File: src/rtl/debounce_pkg.sv
// Shared defaults and sizing helper for the multi-channel debouncer.
package debounce_pkg;

  localparam int DEF_N_CH          = 4;
  localparam int DEF_STABLE_CYCLES = 8;
  localparam int DEF_SYNC_STAGES   = 2;

  // Counter must be able to represent STABLE_CYCLES without wrapping.
  function automatic int cnt_width(input int stable_cycles);
    return $clog2(stable_cycles + 1);
  endfunction

endpackage

File: src/rtl/debounce_ch.sv
// One debounce channel: synchronizer, stability counter, level register and
// registered rise/fall pulses. 'accept' is the combinational acceptance strobe.
module debounce_ch
  import debounce_pkg::*;
#(
  parameter int   STABLE_CYCLES = DEF_STABLE_CYCLES,
  parameter int   SYNC_STAGES   = DEF_SYNC_STAGES,
  parameter logic INIT_BIT      = 1'b0
) (
  input  logic clk,
  input  logic rst_n,
  input  logic din,
  output logic level,
  output logic rise,
  output logic fall,
  output logic accept
);

  localparam int            CW   = cnt_width(STABLE_CYCLES);
  localparam logic [CW-1:0] LAST = CW'(STABLE_CYCLES - 1);

  logic [SYNC_STAGES-1:0] sync_q;
  logic                   sync;
  logic [CW-1:0]          cnt_q;
  logic                   differ;

  assign sync   = sync_q[SYNC_STAGES-1];
  assign differ = (sync != level);
  assign accept = differ && (cnt_q == LAST);

  always_ff @(posedge clk or negedge rst_n) begin
    if (!rst_n) begin
      sync_q <= {SYNC_STAGES{INIT_BIT}};
    end else begin
      sync_q <= {sync_q[SYNC_STAGES-2:0], din};
    end
  end

  always_ff @(posedge clk or negedge rst_n) begin
    if (!rst_n) begin
      cnt_q <= '0;
      level <= INIT_BIT;
      rise  <= 1'b0;
      fall  <= 1'b0;
    end else begin
      rise <= 1'b0;
      fall <= 1'b0;
      if (!differ) begin
        cnt_q <= '0;
      end else if (accept) begin
        cnt_q <= '0;
        level <= sync;
        rise  <= sync;
        fall  <= ~sync;
      end else if (cnt_q < LAST) begin
        cnt_q <= cnt_q + CW'(1);
      end
    end
  end

endmodule

File: src/rtl/debouncer_multi.sv
// N_CH independent debounce channels; any_change is registered from the
// channels' acceptance strobes so it lines up with the rise/fall pulses.
module debouncer_multi
  import debounce_pkg::*;
#(
  parameter int              N_CH          = DEF_N_CH,
  parameter int              STABLE_CYCLES = DEF_STABLE_CYCLES,
  parameter int              SYNC_STAGES   = DEF_SYNC_STAGES,
  parameter logic [N_CH-1:0] INIT_VAL      = {N_CH{1'b0}}
) (
  input  logic            clk,
  input  logic            rst_n,
  input  logic [N_CH-1:0] signal_in,
  output logic [N_CH-1:0] signal_out,
  output logic [N_CH-1:0] rise,
  output logic [N_CH-1:0] fall,
  output logic            any_change
);

  logic [N_CH-1:0] accept;

  for (genvar g = 0; g < N_CH; g++) begin : g_ch
    debounce_ch #(
      .STABLE_CYCLES (STABLE_CYCLES),
      .SYNC_STAGES   (SYNC_STAGES),
      .INIT_BIT      (INIT_VAL[g])
    ) u_ch (
      .clk    (clk),
      .rst_n  (rst_n),
      .din    (signal_in[g]),
      .level  (signal_out[g]),
      .rise   (rise[g]),
      .fall   (fall[g]),
      .accept (accept[g])
    );
  end

  always_ff @(posedge clk or negedge rst_n) begin
    if (!rst_n) begin
      any_change <= 1'b0;
    end else begin
      any_change <= |accept;
    end
  end

endmodule

File: config.mk
export PLATFORM = sky130hd
export DESIGN_NAME = debouncer_multi
export DESIGN_NICKNAME = d
export VERILOG_FILES = /design/src/rtl/debounce_pkg.sv /design/src/rtl/debounce_ch.sv /design/src/rtl/debouncer_multi.sv
export SDC_FILE = /design/constraint.sdc
export NUM_CORES = 1
export LEC_CHECK = 0
export ABC_AREA = 0
export CAP_MARGIN = 25
export CORE_MARGIN = 2
export CORE_UTILIZATION = 46
export DETAILED_ROUTE_END_ITERATION = 12
export PLACE_DENSITY = 0.65
export RECOVER_POWER = 50
export SLEW_MARGIN = 40
export SYNTH_ARGS = -nofsm -noshare
export SYNTH_HDL_FRONTEND = slang
export SYNTH_HIERARCHICAL = 1
export SYNTH_SLANG_ARGS = --single-unit
File: constraint.sdc
create_clock -name clk -period 3.3 [get_ports clk]
set_input_delay 0.66 -clock clk [delete_from_list [all_inputs] [get_ports clk]]
set_output_delay 0.66 -clock clk [all_outputs]
set_load 0.01 [all_outputs]
==> qor.txt <==
================================================================================
Placeable Area ....................................................    3030 um^2
Deepest level of the CTS H-tree ...................................            2
R2R Path End ......................................................   any_change
Remaining DRCs ....................................................            0
Avg Cell Area, Syn ................................................    13.2 um^2
Number of top-level pins ..........................................           19
Detailed Place HPWL ...............................................      1520 um
Post-route clock period utilization ...............................        60.2%
Slew at the pin closest to its max-slew limit .....................     0.456 ns
Hold path start ................................................... g_ch[2].u_ch/sync_q[0]
Count of input and output buffers .................................           18
Largest clock skew in the final design ............................   0.00945 ns
Via count of the first global-routing pass ........................          876
Largest net degree at the start of global routing .................           38
Clock buffer count from CTS .......................................            5
Critical-path cell list ........................................... clkdlybuf4s50_1
Syn Inst Count ....................................................          110
Total setup violations reported at the end of the flow ............            0
Fraction of layout cells with a size suffix above 1 ...............        14.6%
Setup repair bufs after CTS .......................................            0
Sequential area share after synthesis .............................        63.9%
Total of cells resized after clock tree synthesis .................            0
Number of warnings issued by yosys ................................            6
Number of hold violations in the final report .....................            0
Die Y .............................................................      60.1 um
CTS tree ..........................................................          yes
Kind of critical path .............................................   reg -> out
Startpoint type of the worst setup path ...........................     register
Time the final worst path needs with I/O delays and setup .........      1.99 ns
Crit path capture type ............................................  output port
Max IR drop VDD ...................................................     0.382 mV
Critical path data required time ..................................      2.64 ns
Hold EP ........................................................... g_ch[2].u_ch/sync_q[1]
Number of slew-limit violations in the final report ...............            0
RSZ-0062 raised after global routing ..............................        false
Max-cap violation count ...........................................            0
Class of the worst hold path ......................................   reg -> reg
CTS Sinks .........................................................           37
Critical path arrival .............................................      1.33 ns
Post-CTS Hold Buffers .............................................            0
Syn_nets ..........................................................          120
Area added between synthesis and finish ...........................        22.6%
Final net count ...................................................          146
Detail-routed net length per standard cell ........................      12.0 um
Instance count after placement with tap cells included ............          173
Flip-flop and latch count after synthesis .........................           37
Length of the first detailed-routing pass in iterations ...........            3
Antenna Nets Post-Route ...........................................            0
Post-layout util ..................................................        58.7%
Largest buffer count on any clock path ............................            2
Die area ..........................................................    3610 um^2
Detail-routed via count per cell ..................................         4.93
Outcome ...........................................................    completed
Filler-free cell count of the finished design .....................          181
Final total negative setup slack ..................................         0 ns
Register-to-register setup slack ..................................      1.66 ns
Global-route congestion overflow total ............................            0
Global-route wire length before repair ............................      3830 um
Dominant cells by area after synthesis ............................ dfrtp_1 (64%), nor2_1 (5.2%), xnor2_1 (4.8%)
Die width .........................................................      60.1 um
Number of fill cells in the layout ................................          253
Cell count of the worst hold path .................................            0
Fraction of synthesized cell area taken by the top area cell type .        63.9%
Critical path's largest stage delay ...............................      0.56 ns
Count of different cell masters after synthesis ...................           14
Summed instance area of the synthesized netlist ...................    1450 um^2
Clock-pin slew on the worst setup and hold paths ..................      0.11 ns
Initial antenna violation count ...................................            0
Count of standard-cell rows .......................................           20
Leakage power summed over all cells ...............................     0.786 nW
1st-iter DRT viols ................................................           28
Cell family with the largest share of critical-path delay ......... buffers and inverters
Root buffer selected by CTS .......................................     clkbuf_4
Post-synthesis cell type with the largest combined area ...........      dfrtp_1
Critical path buffer and inverter count ...........................            1
Initial Utilization ...............................................        47.9%
Routability-driven placement congestion ratio .....................        0.702
Total routing resource utilization after global routing ...........        15.1%
# diodes ..........................................................            0
Startpoint of the lowest-slack register-to-register path .......... g_ch[1].u_ch/cnt_q[0]
Crit-path slowest cell ............................................ clkdlybuf4s50_1
Highest Clock Rate ................................................      503 MHz
Clock latency at the later pin of the worst-skew pair .............      0.34 ns
Routed via count ..................................................          893
Largest driver fanout on the critical path ........................            5
Worst max-slew margin expressed relative to the limit .............        69.4%
Cell count of the worst reg-to-reg path ...........................            5
Power density normalized to cell area .............................  715 nW/um^2
Wire length after detailed routing ................................      2180 um
================================================================================
## layout make-up
| type | count | area [um^2] | share of cell area, % |
|---|---|---|---|
| sequential | 37 | 926 | 52.1 |
| inverter | 4 | 15.0 | 0.845 |
| tap | 44 | 55.1 | 3.10 |
| timing repair buffer | 19 | 188 | 10.6 |
| multi-input combinational | 69 | 508 | 28.6 |
| clock inverter | 1 | 30.0 | 1.69 |
| clock buffer | 7 | 55.1 | 3.10 |
## metrics by stage
step | setup slack [ns] | hold WS (ns) | instance area (um^2) | power (mW)
2_1_floorplan | 1.76 | 0.331 | 1450 | 0.847
3_3_place_gp | 1.70 | 0.331 | 1690 | 0.944
3_5_place_dp | 1.68 | 0.336 | 1690 | 0.960
4_1_cts | 1.28 | 0.362 | 1780 | 1.29
5_1_grt | 1.23 | 0.370 | 1780 | 1.36
6_report | 1.31 | 0.357 | 1780 | 1.27
## logic make-up (layout without fill, tap and decap cells)
group | Yosys count | after routing | share of synthesized area, %
fa+ha+maj | 4 | 4 | 3.45
simple gates | 37 | 37 | 14.0
buf+inv | 4 | 31 | 1.04
flops | 37 | 37 | 63.9
mux | 8 | 8 | 6.91
xor+xnor | 8 | 8 | 4.84
compound gates | 12 | 12 | 5.87
## flip-flops by register name (all words and copies together) (netlist names)
register / cells
g_ch.u_ch/cnt_q: 16
g_ch.u_ch/sync_q: 8
g_ch.u_ch/fall: 4
g_ch.u_ch/level: 4
g_ch.u_ch/rise: 4
any_change: 1
## worst max path at each step
| stage | start | to | slack (ns) | cells after the start |
|---|---|---|---|---|
| after floorplan | g_ch[1].u_ch/cnt_q[0] | any_change | 1.76 | 5 |
| after global placement | g_ch[3].u_ch/level | signal_out[3] | 1.70 | 1 |
| after detailed placement | g_ch[1].u_ch/cnt_q[0] | any_change | 1.68 | 5 |
| after CTS | g_ch[3].u_ch/level | signal_out[3] | 1.28 | 1 |
| after global routing | g_ch[0].u_ch/level | signal_out[0] | 1.23 | 1 |
| final | g_ch[0].u_ch/level | signal_out[0] | 1.31 | 1 |
## routing by layer
| metal | GRT usage, % | vias to the layer above | share of wire, % |
|---|---|---|---|
| met5 | 0 | - | 0 |
| met3 | 6.49 | 6 | 4.9 |
| met2 | 23.1 | 17 | 47 |
| li1 | - | 427 | - |
| met1 | 18.1 | 443 | 46 |
| met4 | 7.62 | 0 | 2.4 |
## cell usage after synthesis
cell type   n
nand2_2     4
mux2_4      4
nor2b_2     4
inv_1       4
nor3b_1     8
ha_1        4
a211oi_1    4
dfrtp_1    37
a21oi_1     4
mux2i_1     4
nor2_1     20
xnor2_1     8
a41oi_1     4
or4_1       1
## power by group
group | leakage [nW] | internal, mW | switching, mW
logic | 0.254 | 0.177 | 0.143
registers | 0.487 | 0.537 | 0.0927
clock network | 0.0455 | 0.181 | 0.140
## cell usage in the layout, fill, tap and decap left out
cell	count
a211oi_1	4
a21oi_1	4
a41oi_1	4
buf_4	1
bufinv_16	1
clkbuf_1	1
clkbuf_4	5
clkbuf_8	1
clkdlybuf4s50_1	13
dfrtp_1	37
dlygate4sd3_1	5
ha_1	4
inv_1	4
mux2_4	4
mux2i_1	4
nand2_2	4
nor2_1	20
nor2b_2	4
nor3b_1	8
or4_1	1
xnor2_1	8
No activity file was read; power rests on OpenSTA's default activity.
